**src/rtl/pwm_duty_ramp.sv**
```systemverilog
// pwm_duty_ramp: command stage ahead of the PWM generator. Accepts
// direction/duty targets, slews duty_cycle toward the target one STEP per
// RAMP_DIV clocks, and on a direction change ramps to zero, holds a dead
// time, flips dir, then ramps back up. estop forces duty to zero at once.
module pwm_duty_ramp #(
    parameter int                  DIV_BITS = 16,
    parameter logic [DIV_BITS-1:0] RAMP_DIV = 16'd50000,
    parameter logic [6:0]          STEP     = 7'd1,
    parameter logic [DIV_BITS-1:0] DEADTIME = 16'd1000
) (
    input  logic       clk,
    input  logic       clr_n,
    input  logic       cmd_valid,
    output logic       cmd_ready,
    input  logic       cmd_dir,
    input  logic [6:0] cmd_duty,
    input  logic       estop,
    output logic [6:0] duty_cycle,
    output logic       en,
    output logic       dir,
    output logic       busy,
    output logic       at_target
);

    typedef enum logic [1:0] {
        IDLE      = 2'd0,
        RAMP      = 2'd1,
        RAMP_DOWN = 2'd2,
        DEAD      = 2'd3
    } state_t;

    localparam logic [DIV_BITS-1:0] CNT_ONE   = {{(DIV_BITS-1){1'b0}}, 1'b1};
    localparam logic [DIV_BITS-1:0] CNT_ZERO  = '0;
    localparam logic [DIV_BITS-1:0] RAMP_LAST = RAMP_DIV - CNT_ONE;
    localparam logic [DIV_BITS-1:0] DEAD_LAST = DEADTIME - CNT_ONE;
    localparam logic [7:0]          MAX_DUTY  = 8'd100;

    // Smaller of two 8-bit magnitudes; limits a step so it never overshoots.
    function automatic logic [7:0] min8(input logic [7:0] a, input logic [7:0] b);
        return (a < b) ? a : b;
    endfunction

    // Saturate a requested duty to the 0..100 range.
    function automatic logic [6:0] clamp_duty(input logic [6:0] d);
        return ({1'b0, d} > MAX_DUTY) ? MAX_DUTY[6:0] : d;
    endfunction

    state_t              state_q, state_d;
    logic [6:0]          duty_q, duty_d;
    logic [6:0]          tgt_q, tgt_d;
    logic                dir_q, dir_d;
    logic                tdir_q, tdir_d;
    logic [DIV_BITS-1:0] cnt_q, cnt_d;
    logic                en_q, en_d;
    logic                busy_q, busy_d;
    logic                at_target_q, at_target_d;

    logic [7:0] duty8, tgt8, step8, dist8, up_nxt8, dn_nxt8;
    logic [6:0] cmd_tgt;
    logic       tick;

    assign cmd_ready  = (state_q == IDLE) && !estop;
    assign duty_cycle = duty_q;
    assign en         = en_q;
    assign dir        = dir_q;
    assign busy       = busy_q;
    assign at_target  = at_target_q;

    // Step arithmetic toward the target, all compares and subtracts in 8 bits.
    always_comb begin
        duty8   = {1'b0, duty_q};
        tgt8    = {1'b0, tgt_q};
        step8   = {1'b0, STEP};
        dist8   = (tgt8 > duty8) ? (tgt8 - duty8) : (duty8 - tgt8);
        up_nxt8 = (tgt8 > duty8) ? (duty8 + min8(step8, dist8))
                                 : (duty8 - min8(step8, dist8));
        dn_nxt8 = duty8 - min8(step8, duty8);
        cmd_tgt = clamp_duty(cmd_duty);
        tick    = (cnt_q == RAMP_LAST);
    end

    // Next-state and next-output logic; estop overrides every state.
    always_comb begin
        state_d = state_q;
        duty_d  = duty_q;
        tgt_d   = tgt_q;
        dir_d   = dir_q;
        tdir_d  = tdir_q;
        cnt_d   = cnt_q;
        en_d    = 1'b0;

        if (estop) begin
            state_d = IDLE;
            duty_d  = 7'd0;
            tgt_d   = 7'd0;
            cnt_d   = CNT_ZERO;
            en_d    = (duty_q != 7'd0);
        end else begin
            case (state_q)
                IDLE: begin
                    if (cmd_valid) begin
                        tgt_d  = cmd_tgt;
                        tdir_d = cmd_dir;
                        cnt_d  = CNT_ZERO;
                        if (cmd_dir == dir_q) begin
                            if (cmd_tgt != duty_q) state_d = RAMP;
                        end else if (duty_q != 7'd0) begin
                            state_d = RAMP_DOWN;
                        end else begin
                            state_d = DEAD;
                        end
                    end
                end
                RAMP: begin
                    if (duty_q == tgt_q) begin
                        state_d = IDLE;
                    end else if (tick) begin
                        cnt_d  = CNT_ZERO;
                        duty_d = up_nxt8[6:0];
                        en_d   = 1'b1;
                        if (up_nxt8 == tgt8) state_d = IDLE;
                    end else begin
                        cnt_d = cnt_q + CNT_ONE;
                    end
                end
                RAMP_DOWN: begin
                    if (tick) begin
                        cnt_d  = CNT_ZERO;
                        duty_d = dn_nxt8[6:0];
                        en_d   = 1'b1;
                        if (dn_nxt8 == 8'd0) state_d = DEAD;
                    end else begin
                        cnt_d = cnt_q + CNT_ONE;
                    end
                end
                DEAD: begin
                    if (cnt_q == DEAD_LAST) begin
                        cnt_d   = CNT_ZERO;
                        dir_d   = tdir_q;
                        state_d = (tgt_q != 7'd0) ? RAMP : IDLE;
                    end else begin
                        cnt_d = cnt_q + CNT_ONE;
                    end
                end
                default: state_d = IDLE;
            endcase
        end

        busy_d      = (state_d != IDLE);
        at_target_d = (state_d == IDLE);
    end

    // State and output registers with asynchronous active-low clear.
    always_ff @(posedge clk or negedge clr_n) begin
        if (!clr_n) begin
            state_q     <= IDLE;
            duty_q      <= 7'd0;
            tgt_q       <= 7'd0;
            dir_q       <= 1'b0;
            tdir_q      <= 1'b0;
            cnt_q       <= CNT_ZERO;
            en_q        <= 1'b0;
            busy_q      <= 1'b0;
            at_target_q <= 1'b1;
        end else begin
            state_q     <= state_d;
            duty_q      <= duty_d;
            tgt_q       <= tgt_d;
            dir_q       <= dir_d;
            tdir_q      <= tdir_d;
            cnt_q       <= cnt_d;
            en_q        <= en_d;
            busy_q      <= busy_d;
            at_target_q <= at_target_d;
        end
    end

endmodule

```
**config.mk**
```make
export PLATFORM = sky130hd
export DESIGN_NAME = pwm_duty_ramp
export DESIGN_NICKNAME = d
export VERILOG_FILES = /design/src/rtl/pwm_duty_ramp.sv
export SDC_FILE = /design/constraint.sdc
export NUM_CORES = 1
export LEC_CHECK = 0
export BUFFER_PORTS_ARGS = -buffer_cell sky130_fd_sc_hd__buf_2
export CORE_MARGIN = 2
export CORE_UTILIZATION = 51
export DETAILED_ROUTE_END_ITERATION = 6
export PLACE_DENSITY = 0.78
export REMOVE_ABC_BUFFERS = 1
export SLEW_MARGIN = 10
export SYNTH_ARGS = -nofsm -noshare
export SYNTH_HDL_FRONTEND = slang
export SYNTH_SLANG_ARGS = --single-unit
```
**constraint.sdc**
```tcl
create_clock -name clk -period 5.7 [get_ports clk]
set_clock_uncertainty 0.1 [all_clocks]
set_input_delay 0.57 -clock clk [delete_from_list [all_inputs] [get_ports clk]]
set_output_delay 0.57 -clock clk [all_outputs]
set_load 0.005 [all_outputs]
```
==> metrics.txt, run 1 <==
# TYPE chip_impl_metric gauge
chip_impl_metric{name="max_slew.worst_pin.slew",unit="ps"} 1160
chip_impl_metric{name="dpl.hpwl",unit="µm"} 7770
chip_impl_metric{name="routed_wl",unit="µm"} 10600
chip_impl_info{name="synthFlopType",value="dfrtp_1"} 1
chip_impl_metric{name="layout-area-overhead-vs-synth",unit="%"} 18.5
chip_impl_metric{name="final_layout_worst_hold_slack",unit="ps"} 283
chip_impl_metric{name="h-tree-depth",unit=""} 2
chip_impl_metric{name="layout_min_cycle_time",unit="ps"} 5530
chip_impl_info{name="clock_tree.root_cell",value="clkbuf_8"} 1
chip_impl_metric{name="ys_types",unit=""} 79
chip_impl_metric{name="dpl.cell_count",unit=""} 585
chip_impl_metric{name="cts_bufs_inserted",unit=""} 5
chip_impl_metric{name="ys_warn_count",unit=""} 0
chip_impl_metric{name="die-width",unit="µm"} 88.9
chip_impl_metric{name="fmax",unit="GHz"} 0.181
chip_impl_metric{name="synthesis.area_per_instance",unit="µm²"} 8.03
chip_impl_metric{name="pre_cts_slack",unit="ps"} -185
chip_impl_metric{name="grt_first_pass_wirelength",unit="µm"} 16800
chip_impl_metric{name="final_layout_size_suffix_gt1_share",unit="%"} 22.3
chip_impl_metric{name="ir_worst_vdd",unit="mV"} 0.171
chip_impl_metric{name="design.portCount",unit=""} 24
chip_impl_metric{name="antenna_violating_nets_post_route",unit=""} 0
chip_impl_info{name="worst_setup_path_end_kind",value="flop"} 1
chip_impl_metric{name="crit_arrival",unit="ps"} 5590
chip_impl_metric{name="timing.final.crit_share",unit="%"} 96.9
chip_impl_metric{name="cts_max_path_buffers",unit=""} 2
chip_impl_metric{name="layout_setup_ws",unit="ps"} 175
chip_impl_metric{name="power_per_cell_area",unit="nW/µm²"} 222
chip_impl_metric{name="cts.reportedPaths.clkPinSlew",unit="ps"} 80
chip_impl_metric{name="die_h",unit="µm"} 88.9
chip_impl_metric{name="crit_buf_inv",unit=""} 2
chip_impl_metric{name="crit_path_max_incr_delay",unit="ps"} 580
chip_impl_metric{name="netlist_instances",unit=""} 458
chip_impl_metric{name="synth_seq_cells",unit=""} 37
chip_impl_metric{name="drt-initial-drc-count",unit=""} 261
chip_impl_metric{name="synth-seq-area-share",unit="%"} 25.2
chip_impl_metric{name="post-synth-top-area-fraction",unit="%"} 24.5
chip_impl_info{name="status",value="finished clean"} 1
chip_impl_metric{name="fp.dieArea",unit="µm²"} 7910
chip_impl_info{name="critPathSlowestCell",value="fa_1"} 1
chip_impl_metric{name="antenna_found_initial",unit=""} 0
chip_impl_info{name="hp-class",value="in -> async"} 1
chip_impl_metric{name="drc",unit=""} 0
chip_impl_metric{name="num_vias",unit=""} 3660
chip_impl_info{name="crit_chain",value="ha_4 -> fa_2 -> nand2b_4 -> a211oi_2 -> mux2i_1 -> or4_4 -> o22a_4 -> or3_1 -> a211o_1 -> inv_2 -> ha_1 -> nand2_2 -> inv_2 -> fa_1 -> xor2_1 -> o311ai_1 -> a21oi_1 -> nor4b_4 -> o211ai_4 -> nor4_4 -> o31ai_2 -> nor3_2 -> a211oi_1"} 1
chip_impl_info{name="path_delay_family",value="simple AND/OR/NAND/NOR gates"} 1
chip_impl_metric{name="final-instance-count-excl-fill",unit=""} 603
chip_impl_metric{name="fp-row-count",unit=""} 30
chip_impl_metric{name="synthesis.area",unit="µm²"} 3680
chip_impl_metric{name="worst-r2r-setup-slack",unit="ps"} 170
chip_impl_info{name="critical_path_class",value="reg -> reg"} 1
chip_impl_metric{name="slew_viol_final",unit=""} 0
chip_impl_metric{name="global_route.usage.total",unit="%"} 27.4
chip_impl_metric{name="max_cap_viol_count",unit=""} 0
chip_impl_metric{name="timing_hold_violations_final",unit=""} 0
chip_impl_info{name="cp_common_cell",value="inv_2"} 1
chip_impl_info{name="worst_setup_path_start_kind",value="flop"} 1
chip_impl_metric{name="holdBufCountCts",unit=""} 0
chip_impl_metric{name="wl_per_cell",unit="µm"} 17.5
chip_impl_metric{name="grt_max_degree",unit=""} 38
chip_impl_metric{name="ys_async_sr_fraction",unit="%"} 100
chip_impl_metric{name="report.final.setup_viol",unit=""} 0
chip_impl_metric{name="grt_overflow_total",unit=""} 0
chip_impl_info{name="ys_top_cells_by_area",value="dfrtp_1, ha_1, nand2_1"} 1
chip_impl_metric{name="dr.pass1.iters",unit=""} 5
chip_impl_metric{name="avg_vias_per_cell",unit=""} 6.07
chip_impl_metric{name="nFillCells",unit=""} 592
chip_impl_info{name="synth_largest_area_cell",value="dfrtp_1"} 1
chip_impl_metric{name="numPortBuffers",unit=""} 23
chip_impl_info{name="synth_most_common_cell",value="nand2_1"} 1
chip_impl_metric{name="antenna_cells",unit=""} 0
chip_impl_metric{name="worstPathRequired",unit="ps"} 5770
chip_impl_metric{name="finalWeightedCongestion",unit=""} 0.935
chip_impl_metric{name="fp.coreArea",unit="µm²"} 6870
chip_impl_info{name="synth_common_cells",value="nand2_1, dfrtp_1, a21oi_1, o21ai_0, nor2_1"} 1
chip_impl_metric{name="initial_utilization",unit="%"} 53.6
chip_impl_metric{name="worstPathMaxFanout",unit=""} 3
chip_impl_metric{name="cts_sinks",unit=""} 37
chip_impl_metric{name="slew_headroom",unit="%"} 22.5
chip_impl_metric{name="insertion_delay_of_the_later_clocked_pin_in_the_worst_skew_pair",unit="ps"} 290
chip_impl_metric{name="leakage",unit="nW"} 1.91
chip_impl_metric{name="grt_pass1_vias",unit=""} 3476
chip_impl_info{name="clock_tree_from_tritoncts",value="yes"} 1
chip_impl_metric{name="count_of_nets_after_finishing",unit=""} 550
chip_impl_metric{name="synth-edff-count",unit=""} 0
## worst reg2reg max path, cell delays in order (launching register included)
cell	delay, ps
dfrtp_1	450
ha_4	200
fa_2	400
nand2b_4	160
a211oi_2	220
mux2i_1	110
or4_4	430
o22a_4	200
or3_1	310
a211o_1	300
inv_2	50
ha_1	220
nand2_2	70
inv_2	40
fa_1	580
xor2_1	160
o311ai_1	110
a21oi_1	120
nor4b_4	260
o211ai_4	180
nor4_4	290
o31ai_2	140
nor3_2	220
a211oi_1	80
## registers in the layout, indices dropped and copies added, names as in the netlist
signal / cells
at_target: 1
busy: 1
cnt_q: 16
dir: 1
duty_cycle: 7
en: 1
state_q: 2
tdir_q: 1
tgt_q: 7
## power by group
group	internal, mW	total, mW	switching, mW
clock	0.131	0.234	0.103
combinational	0.194	0.451	0.257
sequential	0.272	0.281	0.00937
total	0.597	0.966	0.369
## cell usage in the layout, fill, tap and decap left out, types with 3 or more instances in the layout
master | Yosys | final
a211oi_1 | 7 | 7
a21o_1 | 7 | 7
a21oi_1 | 34 | 33
a21oi_2 | 3 | 4
a31oi_1 | 3 | 3
and2_1 | 5 | 4
and3_1 | 8 | 8
buf_2 | 5 | 23
buf_4 | 1 | 34
clkbuf_8 | 0 | 5
dfrtp_1 | 36 | 35
ha_1 | 29 | 24
ha_4 | 0 | 3
inv_1 | 25 | 22
inv_2 | 1 | 4
mux2i_1 | 3 | 3
nand2_1 | 51 | 49
nand2b_1 | 16 | 15
nand3_1 | 19 | 19
nand3b_1 | 6 | 6
nand4_1 | 3 | 3
nor2_1 | 33 | 32
nor2b_1 | 6 | 6
nor3_1 | 10 | 10
nor4_1 | 4 | 4
o211ai_1 | 5 | 5
o21ai_0 | 34 | 33
o22ai_1 | 3 | 3
o31ai_1 | 5 | 5
o41ai_1 | 4 | 3
or3_1 | 4 | 3
xnor2_1 | 9 | 9
xor2_1 | 10 | 10
## layer usage
metal	GRT usage, %	vias to the layer above	routed length (µm)
met5	0	-	0
met4	10.3	0	407
met3	3.42	27	550
met2	45.9	122	5020
met1	36.4	1759	4590
li1	-	1752	-
## cell families (layout without fill, tap and decap cells)
kind of cell,after synthesis,after routing,share of synthesized area [%]
and+or+nand+nor,186,186,27.6
AOI/OAI and AO/OA,134,134,24.2
buffers and inverters,43,92,4.86
DFF,37,37,25.2
adders and majority gates,32,32,11.5
xor gates and xnor gates,20,20,5.14
muxes,5,5,1.43
other,1,1,0.102
## layout make-up
class                   count  area [µm²]  area share, %
well taps                  96         120           2.76
repair buffers             58         382           8.76
clock inverters             3        46.3           1.06
flip-flops and latches     37         928           21.3
inverters                  26        97.6           2.24
clock buffers               5        68.8           1.58
multi-input cells         378        2720           62.3
## per-stage QoR
stage,power (mW),cell area (µm²),utilization (%),setup TNS [ps]
after global placement,0.662,4020,58.5,0
final,0.966,4360,63.4,0
after global routing,1.02,4360,63.4,-42.5
after CTS,0.919,4180,60.9,0
after floorplan,0.566,3600,-,0
after detailed placement,0.672,4020,58.5,-561
## worst paths after layout
kind                          start  endpoint  depth (start not counted)
setup / recovery           tgt_q[0]      busy                         23
hold / removal                clr_n  cnt_q[5]                          1
setup reg to reg           tgt_q[0]      busy                         23
hold reg to reg            cnt_q[1]  cnt_q[1]                          2
max in group asynchronous     clr_n  tgt_q[1]                          1
min in group clk           cnt_q[1]  cnt_q[1]                          2
## repair_timing
item,CTS,global route
setup buffers,0,10
pin swaps,5,18
endpoints found under the setup margin,4,4
gates resized for setup,6,27
gates cloned,0,0
hold endpoints to repair,0,0
Note: power is estimated with default switching activity, not from simulation.
==> run 2: changes to the inputs <==
--- a/config.mk
+++ b/config.mk
@@ -9,7 +9,7 @@
 export CORE_MARGIN = 2
 export CORE_UTILIZATION = 51
 export DETAILED_ROUTE_END_ITERATION = 6
-export PLACE_DENSITY = 0.78
+export PLACE_DENSITY = 0.7
 export REMOVE_ABC_BUFFERS = 1
 export SLEW_MARGIN = 10
 export SYNTH_ARGS = -nofsm -noshare
==> run 2 against run 1 <==
  * Utilization shrank 1.1 points
  * Count of clock-buffer cells in the layout up 2
  * Via count barely moved
  * Die area unchanged
  * Routed wire length decreased by 1.8%
==> metrics.txt, run 2 (synthesis results as in run 1) <==
# TYPE chip_impl_metric gauge
chip_impl_info{name="status",value="finished clean"} 1
chip_impl_info{name="path_delay_family",value="simple AND/OR/NAND/NOR gates"} 1
chip_impl_metric{name="final_layout_worst_hold_slack",unit="ps"} 306
chip_impl_metric{name="fp-row-count",unit=""} 30
chip_impl_metric{name="grt_first_pass_wirelength",unit="µm"} 16900
chip_impl_metric{name="power_frac_clock",unit="%"} 20.3
chip_impl_metric{name="dr.pass1.iters",unit=""} 5
chip_impl_metric{name="psw",unit="mW"} 0.355
chip_impl_metric{name="cts.reportedPaths.clkPinSlew",unit="ps"} 70
chip_impl_metric{name="cts_max_path_buffers",unit=""} 2
chip_impl_metric{name="timing_hold_violations_final",unit=""} 0
chip_impl_metric{name="fp.coreArea",unit="µm²"} 6870
chip_impl_metric{name="crit_path_max_incr_delay",unit="ps"} 570
chip_impl_info{name="regMostFlops",value="cnt_q"} 1
chip_impl_info{name="clock_tree_from_tritoncts",value="yes"} 1
chip_impl_metric{name="total_power",unit="mW"} 0.900
chip_impl_metric{name="grt_pass1_vias",unit=""} 3295
chip_impl_info{name="layout.cells.most_common_list",value="nand2_1, dfrtp_1, buf_4, a21oi_1, o21ai_0"} 1
chip_impl_info{name="mostFrequentLayoutCell",value="nand2_1"} 1
chip_impl_metric{name="sequentialPowerShare",unit="%"} 31.2
chip_impl_metric{name="design.portCount",unit=""} 24
chip_impl_metric{name="max_cap_viol_count",unit=""} 0
chip_impl_metric{name="worstPathMaxFanout",unit=""} 3
chip_impl_metric{name="insertion_delay_of_the_later_clocked_pin_in_the_worst_skew_pair",unit="ps"} 290
chip_impl_metric{name="antenna_violating_nets_post_route",unit=""} 0
chip_impl_metric{name="placement.cell_area",unit="µm²"} 4010
chip_impl_metric{name="fmax",unit="GHz"} 0.180
chip_impl_metric{name="cell_internal_pwr",unit="mW"} 0.545
chip_impl_info{name="worst_setup_path_end_kind",value="flop"} 1
chip_impl_info{name="timing.rr.start",value="tgt_q[0]"} 1
chip_impl_metric{name="pwr-share-comb",unit="%"} 48.5
chip_impl_metric{name="report.final.setup_viol",unit=""} 0
chip_impl_metric{name="ff2ff_path_depth",unit=""} 25
chip_impl_metric{name="largest_reg_flops",unit=""} 16
chip_impl_metric{name="power.share.switching",unit="%"} 39.5
chip_impl_metric{name="worstPathRequired",unit="ps"} 5770
chip_impl_metric{name="ir_worst_vdd",unit="mV"} 0.111
chip_impl_metric{name="final_design_area_no_fill",unit="µm²"} 4280
chip_impl_metric{name="final-instance-count-excl-fill",unit=""} 603
chip_impl_info{name="clock_tree.root_cell",value="clkbuf_8"} 1
chip_impl_metric{name="area_taken_by_multi_input_logic_gates",unit="µm²"} 2670
chip_impl_metric{name="h-tree-depth",unit=""} 2
chip_impl_metric{name="numPortBuffers",unit=""} 23
chip_impl_metric{name="slew_headroom",unit="%"} 40.7
chip_impl_metric{name="antenna_cells",unit=""} 0
chip_impl_metric{name="cts_bufs_inserted",unit=""} 5
chip_impl_metric{name="cts_sinks",unit=""} 37
chip_impl_metric{name="nFillCells",unit=""} 629
chip_impl_metric{name="worst-r2r-setup-slack",unit="ps"} 140
chip_impl_info{name="critPathSlowestCell",value="fa_1"} 1
chip_impl_metric{name="regArea",unit="µm²"} 927
chip_impl_metric{name="layout_min_cycle_time",unit="ps"} 5560
chip_impl_metric{name="initial_utilization",unit="%"} 53.6
chip_impl_metric{name="max_slew.worst_pin.slew",unit="ps"} 889
chip_impl_metric{name="global_route.usage.total",unit="%"} 27.9
chip_impl_metric{name="antenna_found_initial",unit=""} 0
chip_impl_metric{name="crit_arrival",unit="ps"} 5630
chip_impl_metric{name="drt-initial-drc-count",unit=""} 351
chip_impl_metric{name="power_per_cell_area",unit="nW/µm²"} 210
chip_impl_metric{name="holdBufCountCts",unit=""} 0
chip_impl_metric{name="wl_per_cell",unit="µm"} 17.2
chip_impl_metric{name="fp.dieArea",unit="µm²"} 7910
chip_impl_metric{name="routed_wl",unit="µm"} 10400
chip_impl_metric{name="dpl.hpwl",unit="µm"} 7920
chip_impl_info{name="worst_r2r_endpoint",value="state_q[1]"} 1
chip_impl_metric{name="final_layout_size_suffix_gt1_share",unit="%"} 20.7
chip_impl_info{name="hp-class",value="in -> async"} 1
chip_impl_metric{name="avg_vias_per_cell",unit=""} 6.07
chip_impl_metric{name="grt_overflow_total",unit=""} 0
chip_impl_metric{name="dpl.cell_count",unit=""} 584
chip_impl_metric{name="slew_viol_final",unit=""} 0
chip_impl_metric{name="timing.final.crit_share",unit="%"} 97.5
chip_impl_metric{name="count_of_nets_after_finishing",unit=""} 550
chip_impl_metric{name="die-width",unit="µm"} 88.9
chip_impl_metric{name="drc",unit=""} 0
chip_impl_metric{name="finalWeightedCongestion",unit=""} 0.930
chip_impl_metric{name="layout-area-overhead-vs-synth",unit="%"} 16.4
chip_impl_info{name="worst_setup_path_start_kind",value="flop"} 1
chip_impl_metric{name="num_vias",unit=""} 3663
chip_impl_info{name="critical_path_class",value="reg -> reg"} 1
chip_impl_metric{name="leakage",unit="nW"} 1.88
chip_impl_metric{name="die_h",unit="µm"} 88.9
chip_impl_metric{name="crit_buf_inv",unit=""} 4
chip_impl_metric{name="grt_max_degree",unit=""} 38
==> run 2: how the worst max path moves through the flow <==
stage | startpoint | end | cells past startpoint
6_report | tgt_q[0] | state_q[1] | 25
5_1_grt | tgt_q[0] | state_q[1] | 25
4_1_cts | duty_cycle[0] | state_q[1] | 24
3_5_place_dp | tgt_q[0] | busy | 23
3_3_place_gp | tgt_q[0] | busy | 23
2_1_floorplan | duty_cycle[1] | busy | 23
==> run 2: metal layers <==
metal | part of all wire, % | track usage (%) | wire (µm)
met1 | 47 | 43.0 | 4890
met4 | 1.5 | 5.43 | 158
met3 | 8.0 | 4.89 | 825
met2 | 43 | 41.3 | 4500
met5 | 0 | 0 | 0
==> run 2: final cells by class <==
class                      count  share of cell area (%)
clock buffer                   7                    1.78
inverter                      26                    2.28
timing repair buffer          58                    8.83
multi-input combinational    378                    62.4
tap                           96                    2.81
clock inverter                 1                   0.205
sequential                    37                    21.7
==> run 2: timing repair <==
action / 4_1_cts / 5_1_grt
endpoints found under the setup margin: 4 / 4
buffers inserted: 3 / 8
pin swaps: 4 / 17
gates resized for setup: 6 / 17
==> run 2: worst register-to-register path, delay by kind of cell, from the launching register on <==
family	cells	cell delay, ps
compound gates	10	1520
xor+xnor	1	180
fa+ha+maj	4	1190
buf+inv	4	390
flops	1	430
simple gates	6	1650
==> run 2: through the flow <==
stage | worst slack (ps) | TNS [ps] | utilization, %
4_1_cts | 32.0 | 0 | 60.5
3_5_place_dp | -74.0 | -179 | 58.4
3_3_place_gp | 73.4 | 0 | 58.4
2_1_floorplan | 101 | 0 | -
6_report | 140 | 0 | 62.3
5_1_grt | -23.4 | -32.8 | 62.3
==> run 2: power groups by stage <==
stage	combinational (mW)	clock, mW	sequential, mW
final	0.437	0.183	0.281
after global routing	0.477	0.199	0.282
after CTS	0.400	0.189	0.280
after detailed placement	0.388	0	0.286
after global placement	0.382	0	0.285
after floorplan	0.283	0	0.284
